[src/rtl/id_issue_stage_if.sv]
// Fetch, register-file read, writeback-snoop and EX-payload signals of the decode/issue stage.
// The slave modport is the stage side; the master modport is the environment side.
interface id_issue_stage_if #(
  parameter int RADDR_WIDTH = 5,
  parameter int RDATA_WIDTH = 32
);
  logic                   inst_valid_i;
  logic                   inst_ready_o;
  logic [31:0]            inst_i;
  logic [31:0]            pc_i;
  logic                   re1_o;
  logic [RADDR_WIDTH-1:0] raddr1_o;
  logic                   re2_o;
  logic [RADDR_WIDTH-1:0] raddr2_o;
  logic [RDATA_WIDTH-1:0] rdata1_i;
  logic [RDATA_WIDTH-1:0] rdata2_i;
  logic                   wb_we_i;
  logic [RADDR_WIDTH-1:0] wb_waddr_i;
  logic                   ex_valid_o;
  logic                   ex_ready_i;
  logic [3:0]             ex_aluop_o;
  logic [RDATA_WIDTH-1:0] ex_op1_o;
  logic [RDATA_WIDTH-1:0] ex_op2_o;
  logic [RADDR_WIDTH-1:0] ex_wd_o;
  logic                   ex_wreg_o;
  logic [31:0]            ex_pc_o;
  logic                   ex_illegal_o;

  modport slave (
    input  inst_valid_i, inst_i, pc_i, rdata1_i, rdata2_i, wb_we_i, wb_waddr_i, ex_ready_i,
    output inst_ready_o, re1_o, raddr1_o, re2_o, raddr2_o, ex_valid_o, ex_aluop_o,
           ex_op1_o, ex_op2_o, ex_wd_o, ex_wreg_o, ex_pc_o, ex_illegal_o
  );

  modport master (
    output inst_valid_i, inst_i, pc_i, rdata1_i, rdata2_i, wb_we_i, wb_waddr_i, ex_ready_i,
    input  inst_ready_o, re1_o, raddr1_o, re2_o, raddr2_o, ex_valid_o, ex_aluop_o,
           ex_op1_o, ex_op2_o, ex_wd_o, ex_wreg_o, ex_pc_o, ex_illegal_o
  );
endinterface

[src/rtl/id_issue_stage.sv]
// RV32 OP-IMM/OP/LUI decode and issue with per-register pending-writeback interlock.
// One cycle from handshake to ex_valid_o; stalls on operand/rd hazard, flush or EX backpressure.
module id_issue_stage #(
  parameter int RADDR_WIDTH = 5,
  parameter int RDATA_WIDTH = 32,
  parameter int RNUM        = 32
) (
  input  logic               clk_i,
  input  logic               rst_i,
  input  logic               flush_i,
  id_issue_stage_if.slave    bus
);

  typedef enum logic [3:0] {
    ALU_NOP = 4'd0, ALU_ADD = 4'd1, ALU_SUB = 4'd2, ALU_SLT = 4'd3,
    ALU_SLTU = 4'd4, ALU_XOR = 4'd5, ALU_OR = 4'd6, ALU_AND = 4'd7,
    ALU_SLL = 4'd8, ALU_SRL = 4'd9, ALU_SRA = 4'd10, ALU_LUI = 4'd11
  } aluop_e;

  typedef struct packed {
    logic [3:0]             aluop;
    logic [RDATA_WIDTH-1:0] op1;
    logic [RDATA_WIDTH-1:0] op2;
    logic [RADDR_WIDTH-1:0] wd;
    logic                   wreg;
    logic [31:0]            pc;
    logic                   illegal;
  } ex_payload_t;

  localparam logic [6:0] OPC_OPIMM = 7'b0010011;
  localparam logic [6:0] OPC_OP    = 7'b0110011;
  localparam logic [6:0] OPC_LUI   = 7'b0110111;
  localparam logic [6:0] F7_BASE   = 7'b0000000;
  localparam logic [6:0] F7_ALT    = 7'b0100000;

  logic [6:0]             opcode, funct7;
  logic [2:0]             funct3;
  logic [RADDR_WIDTH-1:0] rs1, rs2, rd;
  logic                   dec_re1, dec_re2, dec_illegal, dec_wreg, use_imm, op1_zero;
  aluop_e                 dec_aluop;
  logic [31:0]            imm32;

  ex_payload_t            ex_q, ex_d, new_payload;
  logic                   ex_valid_q, ex_valid_d;
  logic [RNUM-1:0][1:0]   cnt_q, cnt_d;
  logic                   hz_rs1, hz_rs2, hz_rd, hazard, inst_ready, capture, flush_kill;

  assign opcode = bus.inst_i[6:0];
  assign funct3 = bus.inst_i[14:12];
  assign funct7 = bus.inst_i[31:25];
  assign rs1    = RADDR_WIDTH'(bus.inst_i[19:15]);
  assign rs2    = RADDR_WIDTH'(bus.inst_i[24:20]);
  assign rd     = RADDR_WIDTH'(bus.inst_i[11:7]);

  always_comb begin
    dec_re1     = 1'b0;
    dec_re2     = 1'b0;
    dec_illegal = 1'b0;
    dec_aluop   = ALU_NOP;
    use_imm     = 1'b0;
    op1_zero    = 1'b0;
    imm32       = {{20{bus.inst_i[31]}}, bus.inst_i[31:20]};
    unique case (opcode)
      OPC_OPIMM: begin
        dec_re1 = 1'b1;
        use_imm = 1'b1;
        unique case (funct3)
          3'b000: dec_aluop = ALU_ADD;
          3'b010: dec_aluop = ALU_SLT;
          3'b011: dec_aluop = ALU_SLTU;
          3'b100: dec_aluop = ALU_XOR;
          3'b110: dec_aluop = ALU_OR;
          3'b111: dec_aluop = ALU_AND;
          3'b001: begin
            imm32       = {27'b0, bus.inst_i[24:20]};
            dec_aluop   = ALU_SLL;
            dec_illegal = (funct7 != F7_BASE);
          end
          default: begin
            imm32       = {27'b0, bus.inst_i[24:20]};
            dec_aluop   = bus.inst_i[30] ? ALU_SRA : ALU_SRL;
            dec_illegal = (funct7 != F7_BASE) && (funct7 != F7_ALT);
          end
        endcase
      end
      OPC_OP: begin
        dec_re1 = 1'b1;
        dec_re2 = 1'b1;
        if (funct7 == F7_BASE) begin
          unique case (funct3)
            3'b000:  dec_aluop = ALU_ADD;
            3'b001:  dec_aluop = ALU_SLL;
            3'b010:  dec_aluop = ALU_SLT;
            3'b011:  dec_aluop = ALU_SLTU;
            3'b100:  dec_aluop = ALU_XOR;
            3'b101:  dec_aluop = ALU_SRL;
            3'b110:  dec_aluop = ALU_OR;
            default: dec_aluop = ALU_AND;
          endcase
        end else if (funct7 == F7_ALT && funct3 == 3'b000) begin
          dec_aluop = ALU_SUB;
        end else if (funct7 == F7_ALT && funct3 == 3'b101) begin
          dec_aluop = ALU_SRA;
        end else begin
          dec_illegal = 1'b1;
        end
      end
      OPC_LUI: begin
        use_imm   = 1'b1;
        op1_zero  = 1'b1;
        imm32     = {bus.inst_i[31:12], 12'b0};
        dec_aluop = ALU_LUI;
      end
      default: dec_illegal = 1'b1;
    endcase
    if (dec_illegal) begin
      dec_re1   = 1'b0;
      dec_re2   = 1'b0;
      dec_aluop = ALU_NOP;
    end
  end

  assign dec_wreg = !dec_illegal && (rd != '0);

  assign bus.re1_o    = dec_re1 && bus.inst_valid_i;
  assign bus.re2_o    = dec_re2 && bus.inst_valid_i;
  assign bus.raddr1_o = rs1;
  assign bus.raddr2_o = rs2;

  // A source whose only outstanding write retires this cycle is served by the regfile bypass.
  assign hz_rs1 = bus.re1_o && (cnt_q[rs1] != 2'd0) &&
                  !(bus.wb_we_i && bus.wb_waddr_i == rs1 && cnt_q[rs1] == 2'd1);
  assign hz_rs2 = bus.re2_o && (cnt_q[rs2] != 2'd0) &&
                  !(bus.wb_we_i && bus.wb_waddr_i == rs2 && cnt_q[rs2] == 2'd1);
  assign hz_rd  = bus.inst_valid_i && dec_wreg && (cnt_q[rd] == 2'd3);
  assign hazard = hz_rs1 || hz_rs2 || hz_rd;

  assign inst_ready       = !rst_i && !flush_i && !hazard && (!ex_valid_q || bus.ex_ready_i);
  assign bus.inst_ready_o = inst_ready;
  assign capture          = bus.inst_valid_i && inst_ready;
  assign flush_kill       = flush_i && ex_valid_q && ex_q.wreg;

  always_comb begin
    new_payload         = '0;
    new_payload.aluop   = dec_aluop;
    new_payload.wd      = rd;
    new_payload.wreg    = dec_wreg;
    new_payload.pc      = bus.pc_i;
    new_payload.illegal = dec_illegal;
    if (!dec_illegal) begin
      new_payload.op1 = op1_zero ? '0 : bus.rdata1_i;
      new_payload.op2 = use_imm ? RDATA_WIDTH'($signed(imm32)) : bus.rdata2_i;
    end

    ex_d       = ex_q;
    ex_valid_d = ex_valid_q;
    if (capture) begin
      ex_d       = new_payload;
      ex_valid_d = 1'b1;
    end else if (flush_i || (ex_valid_q && bus.ex_ready_i)) begin
      ex_valid_d = 1'b0;
    end
  end

  // Issue, writeback and flush deltas sum per register, clamped to the 2-bit range.
  always_comb begin
    cnt_d = cnt_q;
    for (int i = 1; i < RNUM; i++) begin
      logic [2:0] up;
      logic [2:0] down;
      up   = {1'b0, cnt_q[i]} + {2'b0, (capture && dec_wreg && rd == RADDR_WIDTH'(i))};
      down = {2'b0, (bus.wb_we_i && bus.wb_waddr_i == RADDR_WIDTH'(i))} +
             {2'b0, (flush_kill && ex_q.wd == RADDR_WIDTH'(i))};
      if (up < down)               cnt_d[i] = 2'd0;
      else if (up - down > 3'd3)   cnt_d[i] = 2'd3;
      else                         cnt_d[i] = 2'(up - down);
    end
    cnt_d[0] = 2'd0;
  end

  always_ff @(posedge clk_i or posedge rst_i) begin
    if (rst_i) begin
      ex_q       <= '0;
      ex_valid_q <= 1'b0;
      cnt_q      <= '0;
    end else begin
      ex_q       <= ex_d;
      ex_valid_q <= ex_valid_d;
      cnt_q      <= cnt_d;
    end
  end

  assign bus.ex_valid_o   = ex_valid_q;
  assign bus.ex_aluop_o   = ex_q.aluop;
  assign bus.ex_op1_o     = ex_q.op1;
  assign bus.ex_op2_o     = ex_q.op2;
  assign bus.ex_wd_o      = ex_q.wd;
  assign bus.ex_wreg_o    = ex_q.wreg;
  assign bus.ex_pc_o      = ex_q.pc;
  assign bus.ex_illegal_o = ex_q.illegal;

endmodule

[src/flat_wrapper.sv]
// flat-port wrapper written by rule: the top's interface ports become plain ports
module id_issue_stage_flat 
#(
  parameter int RADDR_WIDTH = 5,
  parameter int RDATA_WIDTH = 32,
  parameter int RNUM        = 32
)
  (clk_i, rst_i, flush_i, bus_inst_valid_i, bus_inst_i, bus_pc_i, bus_rdata1_i, bus_rdata2_i, bus_wb_we_i, bus_wb_waddr_i, bus_ex_ready_i, bus_inst_ready_o, bus_re1_o, bus_raddr1_o, bus_re2_o, bus_raddr2_o, bus_ex_valid_o, bus_ex_aluop_o, bus_ex_op1_o, bus_ex_op2_o, bus_ex_wd_o, bus_ex_wreg_o, bus_ex_pc_o, bus_ex_illegal_o);
  id_issue_stage_if #(.RADDR_WIDTH(RADDR_WIDTH), .RDATA_WIDTH(RDATA_WIDTH)) bus_i ();
  input  logic clk_i;
  input  logic rst_i;
  input  logic flush_i;
  input wire logic [$bits(bus_i.inst_valid_i)-1:0] bus_inst_valid_i;
  input wire logic [$bits(bus_i.inst_i)-1:0] bus_inst_i;
  input wire logic [$bits(bus_i.pc_i)-1:0] bus_pc_i;
  input wire logic [$bits(bus_i.rdata1_i)-1:0] bus_rdata1_i;
  input wire logic [$bits(bus_i.rdata2_i)-1:0] bus_rdata2_i;
  input wire logic [$bits(bus_i.wb_we_i)-1:0] bus_wb_we_i;
  input wire logic [$bits(bus_i.wb_waddr_i)-1:0] bus_wb_waddr_i;
  input wire logic [$bits(bus_i.ex_ready_i)-1:0] bus_ex_ready_i;
  output wire logic [$bits(bus_i.inst_ready_o)-1:0] bus_inst_ready_o;
  output wire logic [$bits(bus_i.re1_o)-1:0] bus_re1_o;
  output wire logic [$bits(bus_i.raddr1_o)-1:0] bus_raddr1_o;
  output wire logic [$bits(bus_i.re2_o)-1:0] bus_re2_o;
  output wire logic [$bits(bus_i.raddr2_o)-1:0] bus_raddr2_o;
  output wire logic [$bits(bus_i.ex_valid_o)-1:0] bus_ex_valid_o;
  output wire logic [$bits(bus_i.ex_aluop_o)-1:0] bus_ex_aluop_o;
  output wire logic [$bits(bus_i.ex_op1_o)-1:0] bus_ex_op1_o;
  output wire logic [$bits(bus_i.ex_op2_o)-1:0] bus_ex_op2_o;
  output wire logic [$bits(bus_i.ex_wd_o)-1:0] bus_ex_wd_o;
  output wire logic [$bits(bus_i.ex_wreg_o)-1:0] bus_ex_wreg_o;
  output wire logic [$bits(bus_i.ex_pc_o)-1:0] bus_ex_pc_o;
  output wire logic [$bits(bus_i.ex_illegal_o)-1:0] bus_ex_illegal_o;
  assign bus_i.inst_valid_i = bus_inst_valid_i;
  assign bus_i.inst_i = bus_inst_i;
  assign bus_i.pc_i = bus_pc_i;
  assign bus_i.rdata1_i = bus_rdata1_i;
  assign bus_i.rdata2_i = bus_rdata2_i;
  assign bus_i.wb_we_i = bus_wb_we_i;
  assign bus_i.wb_waddr_i = bus_wb_waddr_i;
  assign bus_i.ex_ready_i = bus_ex_ready_i;
  assign bus_inst_ready_o = bus_i.inst_ready_o;
  assign bus_re1_o = bus_i.re1_o;
  assign bus_raddr1_o = bus_i.raddr1_o;
  assign bus_re2_o = bus_i.re2_o;
  assign bus_raddr2_o = bus_i.raddr2_o;
  assign bus_ex_valid_o = bus_i.ex_valid_o;
  assign bus_ex_aluop_o = bus_i.ex_aluop_o;
  assign bus_ex_op1_o = bus_i.ex_op1_o;
  assign bus_ex_op2_o = bus_i.ex_op2_o;
  assign bus_ex_wd_o = bus_i.ex_wd_o;
  assign bus_ex_wreg_o = bus_i.ex_wreg_o;
  assign bus_ex_pc_o = bus_i.ex_pc_o;
  assign bus_ex_illegal_o = bus_i.ex_illegal_o;
  id_issue_stage #(.RADDR_WIDTH(RADDR_WIDTH), .RDATA_WIDTH(RDATA_WIDTH), .RNUM(RNUM)) u_core (.clk_i(clk_i), .rst_i(rst_i), .flush_i(flush_i), .bus(bus_i));
endmodule
[config.mk]
export PLATFORM = sky130hd
export DESIGN_NAME = id_issue_stage_flat
export DESIGN_NICKNAME = d
export VERILOG_FILES = /design/src/rtl/id_issue_stage_if.sv /design/src/rtl/id_issue_stage.sv /design/src/flat_wrapper.sv
export SDC_FILE = /design/constraint.sdc
export NUM_CORES = 1
export LEC_CHECK = 0
export CAP_MARGIN = 20
export CORE_AREA = 2 2 170 172
export DETAILED_ROUTE_END_ITERATION = 12
export DIE_AREA = 0 0 172 174
export GPL_TIMING_DRIVEN = 0
export HOLD_SLACK_MARGIN = 0.12
export PLACE_DENSITY = 0.78
export SLEW_MARGIN = 20
export SYNTH_ARGS = -nofsm -noshare
export SYNTH_HDL_FRONTEND = slang
export SYNTH_SLANG_ARGS = --single-unit
[constraint.sdc]
create_clock -name clk_i -period 4.7 [get_ports clk_i]
set_input_delay 0.47 -clock clk_i [delete_from_list [all_inputs] [get_ports clk_i]]
set_output_delay 0.47 -clock clk_i [all_outputs]
set_load 0.01 [all_outputs]
==> impl_metrics.yaml, run 1 <==
timing:
  fin_skew_ns: 0.0117
  fin_hold_ws_ns: 0.440
  period_minus_slack_ns: 4.57
  setup_slack_ns: 0.126
  fin_crit_sh_pct: 97.3
  rsz0062_at_grt: "true"
  relSlewSlack_pct: 44.7
  maxSlewViolCount: 0
  fin_setup_tns_ns: 0
  max_freq_ghz: 0.219
  finalHoldViolations: 0
  setup_viol: 0
  worstMarginPinSlew_ns: 0.823
synth:
  yosysUniqueCellTypes: 63
  synth_mux_area_share_pct: 15.3
  synth_area_per_cell_um2: 9.84
  syn_nets: 1704
  synth-adder-area-share_pct: 20.6
  synth_top_cell_by_area: "dfrtp_1"
  ys_async_sr_fraction_pct: 100
  synth_top_area_share_pct: 31.4
  synth_xor_area_share_pct: 2.45
  yosys.area_share.simple_pct: 11.5
  synthCells: 1379
  yosysMostFrequentCell: "inv_1"
  ys_seq_elements: 170
  synth_area_leaders: "dfrtp_1 31%, ha_1 11%, fa_1 9.2%"
  synth-main-ff-cell: "dfrtp_1"
  synth_warnings: 0
  synth_enable_flop_cells: 0
  syn_area_um2: 13600
  netlist_top_cells_count: "190 x inv_1, 170 x dfrtp_1, 124 x ha_1"
  synth_compound_area_share_pct: 10.1
  synth_top_family_by_area: "adder cells"
  seq_area_frac_synth_pct: 31.4
setup_path:
  path_cells: "clkdlybuf4s50_1, clkbuf_4, buf_6, mux4_2, a22oi_1, nand4_1, a21oi_2, or3_1, nand4b_1, buf_2, nor3_1, ha_1, ha_1, fa_1, o32ai_1, a21oi_1"
  r2r_cells: 12
  critPathLaunchType: "input pin"
  rrSetupSlack_ns: 0.39
  cp.arrival_ns: 4.91
  required_ns: 5.04
  cpMostUsedCell: "ha_1"
  crit_path_max_fanout: 10
  worstReg2RegStart: "u_core.cnt_q[31]"
  crit_path_max_incr_delay_ns: 0.55
  slowest_stage: "clkdlybuf4s50_1"
  critPathKind: "in -> reg"
  cp-end-kind: "register"
  r2r_end: "u_core.cnt_q[23]"
placement:
  place_ws_ns: -1.22
  dpl.hpwl_um: 34800
  dp_cells: 2015
  gp_congestion: 1.02
  numPortBuffers: 246
cts:
  cts_hold_buffers: 0
  clk-insertion-delay-late_ns: 0.46
  path_clk_slew_ns: 0.08
  cts_tree: "done"
  clock_tree.buffer_depth: 2
  clock_sinks: 170
  cts_root_buffer: "clkbuf_16"
  htree_num_levels: 4
  numCtsBuffers: 17
floorplan:
  io_pins: 260
  dieArea_um2: 29900
  dieHeight_um: 174
  core_um2: 28200
  rows: 62
  start_util_pct: 48.0
  die_width_um: 172
power_and_ir_drop:
  ir_drop_mv: 0.261
  p_leak_nw: 7.49
  power_mw: 5.68
  powerDensity_nw_per_um2: 326
drt:
  routed_wl_um: 43700
  drc: 0
  routedWlPerCell_um: 21.3
  drt_iter0_markers: 1051
  vias_per_cell: 5.75
  ant_nets: 0
  dr.pass1.iters: 5
  vias: 11800
final_layout:
  area_delta_synth_final_pct: 28.4
  drive_gt1_share_pct: 12.7
  fillers: 2335
  fin_nets: 1979
  layout.cells.non_filler: 2056
global_routing:
  overflow: 0
  grt_use_total_pct: 29.5
  grt_pass1_wl_um: 67500
  antenna_found_initial: 6
  grt_pass1_vias: 12100
  grt_max_degree: 34
flow_run:
  drv_cap: 0
status:
  status: "finished clean"
worst_hold_path:
  hold_class: "in -> async"
## how the worst max path moves through the flow
stage / start / slack, ns / cells after the start / to
after CTS: bus_inst_i[15] / 0.004 / 16 / u_core.cnt_q[27]
after global routing: bus_inst_i[16] / -0.003 / 16 / u_core.cnt_q[21]
after detailed placement: bus_inst_i[8] / -1.22 / 15 / u_core.cnt_q[49]
after floorplan: bus_inst_i[20] / 0.73 / 14 / u_core.cnt_q[49]
after global placement: bus_inst_i[8] / -1.14 / 15 / u_core.cnt_q[49]
final: bus_inst_i[16] / 0.13 / 16 / u_core.cnt_q[23]
## state kept, by name, indices dropped and copies added (netlist names)
name	flops
u_core.bus.ex_aluop_o	4
u_core.bus.ex_illegal_o	1
u_core.bus.ex_op1_o	32
u_core.bus.ex_op2_o	32
u_core.bus.ex_pc_o	32
u_core.bus.ex_valid_o	1
u_core.bus.ex_wd_o	5
u_core.bus.ex_wreg_o	1
u_core.cnt_q	62
## layout by cell type, fill, tap and decap left out, types with 34 or more instances in the layout
master / n
nor2_1: 94
nand2_1: 91
mux2i_1: 47
a21oi_1: 105
fa_1: 62
ha_1: 123
xor2_1: 34
dfrtp_1: 170
clkdlybuf4s50_1: 242
o21ai_0: 43
mux2_2: 76
clkbuf_1: 35
inv_1: 189
## repair_timing
action                     4_1_cts  5_1_grt
setup endpoints to repair       62       62
pin swaps                        0        2
gates cloned                     0        1
gates resized for setup         18       26
hold endpoints to repair         0        0
setup buffers                    1        2
## through the flow
stage / cell area [µm²] / util [%]
2_1_floorplan: 13600 / -
3_3_place_gp: 16500 / 58.5
3_5_place_dp: 16600 / 59.0
4_1_cts: 17300 / 61.3
5_1_grt: 17400 / 61.7
6_report: 17400 / 61.7
## critical path: cells and delay by family
kind	cells	cell delay (ns)
AO/OA/AOI/OAI	4	0.76
AND/OR/NAND/NOR	4	0.93
multiplexers	1	0.35
adder cells (fa/ha/maj)	3	1.06
buffers and inverters	4	1.33
## cells by family after synthesis
logic type | after synthesis
xor gates and xnor gates | 38
DFF | 170
adders and majority gates | 186
and+or+nand+nor | 332
buffers and inverters | 268
muxes | 158
AOI/OAI and AO/OA | 227
## layout make-up
class                   count  area (µm²)  area share [%]
flip-flops and latches    170        4250            24.4
plain buffers              78         498            2.86
clock inverters            14         160           0.920
clock buffers              17         425            2.44
diodes                      6        15.0          0.0862
inverters                 190         717            4.12
repair buffers            256        2630            15.1
well taps                 384         480            2.76
multi-input cells         941        8240            47.3
## power by group
part / switching, mW / total (mW) / leakage, nW / internal [mW]
combinational: 0.986 / 2.06 / 4.95 / 1.07
clock: 0.739 / 1.45 / 0.278 / 0.709
sequential: 0.418 / 2.18 / 2.25 / 1.76
total: 2.14 / 5.68 / 7.49 / 3.54
## routing by layer
layer,GRT usage [%],share of wire (%),vias up
met5,0,0,-
met2,48.8,48,608
met3,6.35,9.2,115
met4,12.6,3.9,0
met1,37.4,39,5796
li1,-,-,5299
No activity file was read; power rests on OpenSTA's default activity.
==> run 2, diff against run 1 <==
--- a/config.mk
+++ b/config.mk
@@ -7,6 +7,7 @@
 export LEC_CHECK = 0
 export CAP_MARGIN = 20
 export CORE_AREA = 2 2 170 172
+export CTS_CLUSTER_SIZE = 14
 export DETAILED_ROUTE_END_ITERATION = 12
 export DIE_AREA = 0 0 172 174
 export GPL_TIMING_DRIVEN = 0
==> constraint.sdc (replaced) <==
create_clock -name clk_i -period 4.7 [get_ports clk_i]
set_input_delay 0.47 -clock clk_i [delete_from_list [all_inputs] [get_ports clk_i]]
set_output_delay 0.47 -clock clk_i [all_outputs]
set_load 0.02 [all_outputs]
==> results of run 2 <==
Same layout as run 1 (identical final DEF). Status: finished clean.
Main changes from that run: total power 5.68 mW -> 5.74 mW
